[src/rtl/pixel_frame_ctrl.sv]
// Frame phase sequencer: erase/expose/convert/read strobes, ramp code, 32-bit readout packer.
// Optional frame counter port/logic enabled by defining PIXEL_CTRL_FRAME_CNT_EN.
module pixel_frame_ctrl #(
  parameter int EXPOSE_W  = 8,
  parameter int ERASE_CYC = 4,
  parameter int CONV_MAX  = 255
) (
  input  logic                clk,
  input  logic                reset,
  input  logic                start,
  input  logic                continuous,
  input  logic [EXPOSE_W-1:0] expose_len,
  output logic                erase,
  output logic                expose,
  output logic                convert,
  output logic                read0,
  output logic                read1,
  output logic [7:0]          ramp_code,
  input  logic [7:0]          col_data0,
  input  logic [7:0]          col_data1,
  output logic [31:0]         data_out,
  output logic                data_valid,
  input  logic                data_ready,
  output logic                busy
`ifdef PIXEL_CTRL_FRAME_CNT_EN
  ,
  output logic [7:0]          frame_cnt
`endif
);

  localparam int ER_W  = $clog2(ERASE_CYC + 1);
  localparam int CNT_W = (EXPOSE_W > ER_W) ? EXPOSE_W : ER_W;

  localparam logic [CNT_W-1:0] ERASE_LAST = CNT_W'(ERASE_CYC - 1);
  localparam logic [7:0]       RAMP_END   = 8'(CONV_MAX);

  typedef enum logic [2:0] {
    S_IDLE,
    S_ERASE,
    S_EXPOSE,
    S_CONVERT,
    S_READ0,
    S_READ1,
    S_OUT
  } state_t;

  state_t              r_state;
  logic [CNT_W-1:0]    r_cnt;
  logic [EXPOSE_W-1:0] r_elen;
  logic [7:0]          r_ramp;
  logic [31:0]         r_data;
  logic                r_erase;
  logic                r_expose;
  logic                r_convert;
  logic                r_read0;
  logic                r_read1;
  logic                r_valid;
  logic                r_busy;

  // Strobes default low each cycle; each transition raises the one for the next state.
  always_ff @(posedge clk or posedge reset) begin
    if (reset) begin
      r_state   <= S_IDLE;
      r_cnt     <= '0;
      r_elen    <= '0;
      r_ramp    <= '0;
      r_data    <= '0;
      r_erase   <= 1'b0;
      r_expose  <= 1'b0;
      r_convert <= 1'b0;
      r_read0   <= 1'b0;
      r_read1   <= 1'b0;
      r_valid   <= 1'b0;
      r_busy    <= 1'b0;
    end else begin
      r_erase   <= 1'b0;
      r_expose  <= 1'b0;
      r_convert <= 1'b0;
      r_read0   <= 1'b0;
      r_read1   <= 1'b0;
      unique case (r_state)
        S_IDLE: begin
          if (start || continuous) begin
            r_state <= S_ERASE;
            r_elen  <= expose_len;
            r_cnt   <= ERASE_LAST;
            r_erase <= 1'b1;
            r_busy  <= 1'b1;
          end
        end
        S_ERASE: begin
          if (r_cnt == '0) begin
            r_state  <= S_EXPOSE;
            r_expose <= 1'b1;
            // A zero exposure length still spends one cycle in EXPOSE.
            r_cnt    <= (r_elen == '0) ? '0
                      : CNT_W'(r_elen - EXPOSE_W'(1));
          end else begin
            r_cnt   <= r_cnt - CNT_W'(1);
            r_erase <= 1'b1;
          end
        end
        S_EXPOSE: begin
          if (r_cnt == '0) begin
            r_state   <= S_CONVERT;
            r_convert <= 1'b1;
            r_ramp    <= '0;
          end else begin
            r_cnt    <= r_cnt - CNT_W'(1);
            r_expose <= 1'b1;
          end
        end
        S_CONVERT: begin
          if (r_ramp == RAMP_END) begin
            r_state <= S_READ0;
            r_read0 <= 1'b1;
            r_ramp  <= '0;
          end else begin
            r_ramp    <= r_ramp + 8'd1;
            r_convert <= 1'b1;
          end
        end
        S_READ0: begin
          r_data[15:0] <= {col_data1, col_data0};
          r_state      <= S_READ1;
          r_read1      <= 1'b1;
        end
        S_READ1: begin
          r_data[31:16] <= {col_data1, col_data0};
          r_state       <= S_OUT;
          r_valid       <= 1'b1;
        end
        S_OUT: begin
          if (data_ready) begin
            r_valid <= 1'b0;
            if (continuous) begin
              r_state <= S_ERASE;
              r_elen  <= expose_len;
              r_cnt   <= ERASE_LAST;
              r_erase <= 1'b1;
            end else begin
              r_state <= S_IDLE;
              r_busy  <= 1'b0;
            end
          end
        end
        default: begin
          r_state <= S_IDLE;
          r_valid <= 1'b0;
          r_busy  <= 1'b0;
        end
      endcase
    end
  end

`ifdef PIXEL_CTRL_FRAME_CNT_EN
  logic       w_accept;
  logic [7:0] r_frame_cnt;

  assign w_accept = (r_state == S_OUT) && r_valid && data_ready;

  always_ff @(posedge clk or posedge reset) begin
    if (reset) begin
      r_frame_cnt <= '0;
    end else if (w_accept) begin
      r_frame_cnt <= r_frame_cnt + 8'd1;
    end
  end

  assign frame_cnt = r_frame_cnt;
`endif

  assign erase      = r_erase;
  assign expose     = r_expose;
  assign convert    = r_convert;
  assign read0      = r_read0;
  assign read1      = r_read1;
  assign ramp_code  = r_ramp;
  assign data_out   = r_data;
  assign data_valid = r_valid;
  assign busy       = r_busy;

endmodule
[config.mk]
export PLATFORM = sky130hd
export DESIGN_NAME = pixel_frame_ctrl
export DESIGN_NICKNAME = d
export VERILOG_FILES = /design/src/rtl/pixel_frame_ctrl.sv
export SDC_FILE = /design/constraint.sdc
export NUM_CORES = 1
export LEC_CHECK = 0
export CAP_MARGIN = 20
export CORE_MARGIN = 2
export CORE_UTILIZATION = 46
export CTS_BUF_LIST = sky130_fd_sc_hd__clkbuf_8
export CTS_CLUSTER_DIAMETER = 30
export DETAILED_ROUTE_END_ITERATION = 12
export PLACE_DENSITY = 0.84
export SLEW_MARGIN = 15
export SYNTH_ARGS = -nofsm -noshare
export SYNTH_HDL_FRONTEND = slang
export SYNTH_SLANG_ARGS = --single-unit
[constraint.sdc]
create_clock -name clk -period 2.2 [get_ports clk]
set_input_delay 0.44 -clock clk [delete_from_list [all_inputs] [get_ports clk]]
set_output_delay 0.44 -clock clk [all_outputs]
set_load 0.05 [all_outputs]
# Word level (Yosys, flattened, before mapping)
# Cells that the tools add are included.
# op_classes
muxes,39
n_eq_ne,15
reduce_logical,15
addsub,3
bitwise,2
# op_table
operator,count
$mux W8,11
$pmux W8 S2,2
$pmux W8 S4,1
$pmux W3 S7,1
$logic_not A8 Y1,2
$ne A2 B2 Y1 const B,8
$sub A8 B1 Y8 const B,2
$mux W3,5
$mux W1,14
$reduce_and A5 Y1,2
$reduce_or A5 Y1,2
$eq A3 B3 Y1 const B,3
$pmux W1 S3,3
$add A8 B1 Y8 const B,1
$eq A8 B8 Y1 const B,1
$reduce_and A4 Y1,2
$eq A3 B2 Y1 const B,2
$pmux W1 S2,2
$reduce_and A2 Y1,2
$reduce_bool A2 Y1,2
$reduce_bool A4 Y1,1
$eq A3 B1 Y1 const B,1
$logic_not A3 Y1,1
$not A1 Y1,2
$logic_or A1 B1 Y1,1
# word_totals
ff_bits,66
word_cells,87
output_inout_bits,47
inputBits,29

# Logic depth before layout (Yosys ltp)
# logic_depth
word_depth,4
mapped_depth,8
mapped_depth_nobuf,7

# Worst setup path before layout
# OpenSTA, ideal clock, no wires.
# synth_path
path_type,flip-flop to flip-flop
start,register r_ramp[0] (netlist: ramp_code[0])
end,register r_state[0]
path_stages_with_launch,6
n_path_buf,0
period_less_slack_ns,1.959
setup_slack_ns,0.241
setup_ns,0.131
required_time_ns,2.069
arrival_time_ns,1.827
cell_sequence,dfrtp_1 > ha_1 > and3_1 > nand3_1 > o21a_1 > or3_1
# synth_between
elab_chain_cells,3
# synth_rtl
item,line,source
from (decl),50,logic [7:0] r_ramp;
from (signal assigned),119,r_ramp <= r_ramp + 8'd1;
$eq A8 B8 Y1,114,if (r_ramp == RAMP_END) begin
$ne A2 B2 Y1 (no source line),-,
$reduce_and A5 Y1 (no source line),-,
to (signal assigned),115,r_state <= S_READ0;
to (signal assigned),125,r_state <= S_READ1;
to (signal assigned),130,r_state <= S_OUT;
to (decl),47,state_t r_state;
# Every way passes these cells.
# A chain may end at the register's enable or synchronous reset.

# Worst setup path in the final report
# layout_path
start,register r_ramp[3] (netlist: ramp_code[3])
end,output ramp_code[3]
# layout_rtl
item,line,source
to (decl),18,"output logic [7:0] ramp_code,"
# No word-level cell between the ends.

==> results by stage <==
Status:
- The flow ran to the end, and the final reports show no timing, DRC or antenna violations.

Min path:
- The path category of the worst min-delay check is in -> async.

Logic synthesis:
- The cell count after synthesis came out at 278.
- The Yosys step of the flow raised 0 warnings.
- The synthesized-area fraction occupied by ao, oa, aoi and oai cells is 0.145.
- For this run, the leading register cell type out of synthesis is dfrtp_1.
- The mean cell area of the mapped netlist is 11.2 µm².
- Of all flip-flops after synthesis, the portion carrying an async set or reset was 1.00.
- The portion of netlist area occupied by mux cells is 0.141.
- Of the synthesized area, sequential elements account for 0.530.
- The adder-cell share of the synthesized area is 0.0201.
- Summing every instance area after synthesis gives 3110 µm².
- Of the total synthesized cell area, the portion taken by XOR and XNOR cells is 0.0141.
- When the netlist entered floorplanning its net count stood at 312.
- The unique cell type count in the Yosys netlist is 49.
- The post-synthesis simple-gate area fraction is 0.125.
- Counting flops and latches in the post-synthesis netlist gives 66.
- The number of flops mapped to enable cells by yosys is 0.
- By area, the combinational part of the netlist is dominated by compound AO/OA/AOI/OAI gates.

STA:
- Hold is met by 480 ps.
- The count of pins over their slew limit was 0.
- The final number of hold-violating endpoints was 0.
- In this run the tightest slew margin relative to its limit is 0.641.
- The number of setup violations in the final report is 0.
- Setup repair after global routing left no endpoint under its margin.
- The transition time at the pin with the least slew margin is 535 ps.
- Based on the critical path, the design can be clocked at up to 484 MHz.
- Of the available clock period, the critical path in the final layout requires 0.939.
- The time the worst path needs with I/O delays and setup is 2070 ps.
- Clock skew on the completed layout was measured at 7.30 ps.

Clocking:
- The number of post-CTS setup repair buffers is 0.
- In this run, post-CTS hold repair placed 0 buffers.
- The total CTS buffers is 9.
- CTS placed an instance of clkbuf_8 at the clock tree root.
- The clock passes through at most 2 buffers.
- The clock edge transition at the registers on the reported setup and hold paths is 70 ps.
- The TritonCTS clock tree is built.
- The number of gates resized after CTS was 0.
- The H-tree depth is 3.
- The sink count of the clock tree is 66.
- The clock latency on the worst-skew pair is 340 ps.

Drt:
- The number of iterations in the first detailed-routing pass is 4.
- In the final routed layout, each cell accounts on average for 15.0 µm.
- The detail route stage leaves a number of antenna-violating nets equal to 0.
- The count of routing violations after the opening detailed-route iteration is 129.
- The total number of vias is 2545.
- The residual DRC count is 0.
- Using the TritonRoute via totals, the vias-per-cell ratio works out to 5.62.
- The total wire length after detailed routing is 6790 µm.

Placement:
- During placement, the flow inserted port buffers numbering 75.
- The HPWL after detailed placement is 4850 µm.
- The routability congestion estimate from global placement is 0.848.
- The number of placed instances, taps included is 437.
- The post-detailed-placement cell area is 4050 µm².

Global routing:
- The via count of the first global-routing pass came to 2478.
- The number of antenna violations at the first check in global routing is 0.
- In the global route stage, overall resource usage came out at 0.195.
- The remaining global-route overflow is 0.
- The global-route wire length before repair is 11300 µm.
- Entering global routing, the biggest net connects 67 pins.

Finish:
- Of the cells placed in the final design, the portion with a size suffix greater than 1 is 0.213.
- The final core utilization is 0.657.
- The most common cell after layout, fill and taps aside is clkdlybuf4s50_1.
- 0 antenna diodes ended up in the layout.
- Leaving out fill and tap cells, the most frequent cells in the layout are clkdlybuf4s50_1, dfrtp_1, mux2_2.
- Once layout is done, the placed cells without fillers occupy 4240 µm².
- The post-layout instance count excluding filler cells is 453.
- The layout-stage area growth over the synthesis result is 36.2%.
- The total number of nets in the final design is 405.

Floorplanning:
- The die width is 86.3 µm.
- The floorplan step defined a die boundary enclosing 7440 µm².
- From bottom edge to top edge, the die measures 86.3 µm.
- The number of top-level design ports is 76.
- In this run the core area contains 29 standard-cell rows.
- The initial utilization of the core area, before any placement, comes to 0.482.
- The core region is 6460 µm².

Worst setup path:
- For the worst setup path, the data required time is 1760 ps.
- The cell at the slowest stage of the critical path is clkdlybuf4s50_1.
- The critical setup path kind is reg -> out.
- The critical path's largest stage delay is 840 ps.
- Traced cell by cell, the critical path runs through clkdlybuf4s50_1.
- The largest fanout of any net on the critical path is 6.
- For the worst setup path, the data arrival time is 1630 ps.
- Counting both buffers and inverters, the worst setup path holds a total of 1.
- The critical path launch point type is a register.
- The worst setup path is captured at an output pin.
- Grouping stages by cell kind, the critical path spends the most delay in buffers and inverters.

Flow run:
- The number of violations of the max-capacitance limit is 0.

Power and ir drop:
- VDD sags by at most 0.780 mV.
- The analysis attributes to cell leakage a power of 1.81 nW.
- For this design the ratio of total power to cell area is 1660 nW/µm².
[metal layers]
metal	GRT usage	up-vias	wire, µm
li1	-	1198	-
met1	0.253	1232	3040
met2	0.315	103	3220
met3	0.0362	12	376
met4	0.0994	0	148
met5	0	-	0
[synth_stat cells, types with 2 or more instances]
cell type   n  area (µm²)
a22oi_1     2        15.0
a221oi_1    2        17.5
or3_1       3        18.8
o22ai_1     2        12.5
clkbuf_1    4        15.0
a21oi_1    13        65.1
nor4_1      3        18.8
a31oi_1     3        18.8
mux2_2     39         439
dfrtp_1    66        1650
nand3_1     9        45.0
a22o_1      3        26.3
ha_1        5        62.6
nor2b_1     4        25.0
o31ai_1     4        30.0
nor3b_1     2        15.0
nor3_1      5        25.0
o2bb2ai_1   2        17.5
a21o_1      3        22.5
nand2_1    20        75.1
inv_1      11        41.3
buf_2       2        10.0
a21boi_0    2        15.0
o21ai_0    23         115
xor2_1      5        43.8
nor2_1     16        60.1
nand2b_1    3        18.8
[through the flow]
step / setup WS [ps] / power (mW) / TNS, ps
after detailed placement: -102 / 6.12 / -334
after CTS: 99.7 / 7.10 / 0
after global routing: 33.9 / 7.46 / 0
after floorplan: 105 / 4.79 / 0
after global placement: -30.9 / 6.00 / -55.7
final: 134 / 7.05 / 0
[logic make-up after synthesis]
logic type	after synthesis
AOI/OAI and AO/OA	69
xor gates and xnor gates	5
adders and majority gates	5
buffers and inverters	19
DFF	66
muxes	39
and+or+nand+nor	75
[registers in the layout (all words and copies together) (netlist names)]
signal and flops:
convert 1, expose 1, r_elen 8, r_cnt 8, read0 1, read1 1, data_valid 1, busy 1
data_out 32, ramp_code 8, r_state 3, erase 1
[final timing paths]
kind	cells past startpoint	to	slack (ps)	start
min	3	read1$_DFF_PP0_	480	reset
min in group clk	1	data_out[22]$_DFFE_PP0P_	500	data_out[22]$_DFFE_PP0P_
max in group asynchronous	3	busy$_DFFE_PP0P_	1420	reset
min reg2reg	1	data_out[22]$_DFFE_PP0P_	500	data_out[22]$_DFFE_PP0P_
max reg2reg	7	r_cnt[3]$_DFFE_PP0P_	150	r_cnt[0]$_DFFE_PP0P_
max	1	ramp_code[3]	130	ramp_code[3]$_DFFE_PP0P_
[layout make-up]
| cell class | instances | area [µm²] |
|---|---|---|
| clock inverters | 7 | 61.3 |
| well taps | 77 | 96.3 |
| inverters | 11 | 41.3 |
| repair buffers | 90 | 876 |
| multi-input cells | 193 | 1390 |
| fillers | 526 | 2220 |
| clock buffers | 9 | 124 |
| flip-flops and latches | 66 | 1650 |
[power by group]
part / internal (mW) / switching, mW
registers: 1.73 / 0.381
clock network: 0.510 / 0.453
logic: 1.59 / 2.40
total: 3.82 / 3.23
Power figures use the tool's default switching activity.
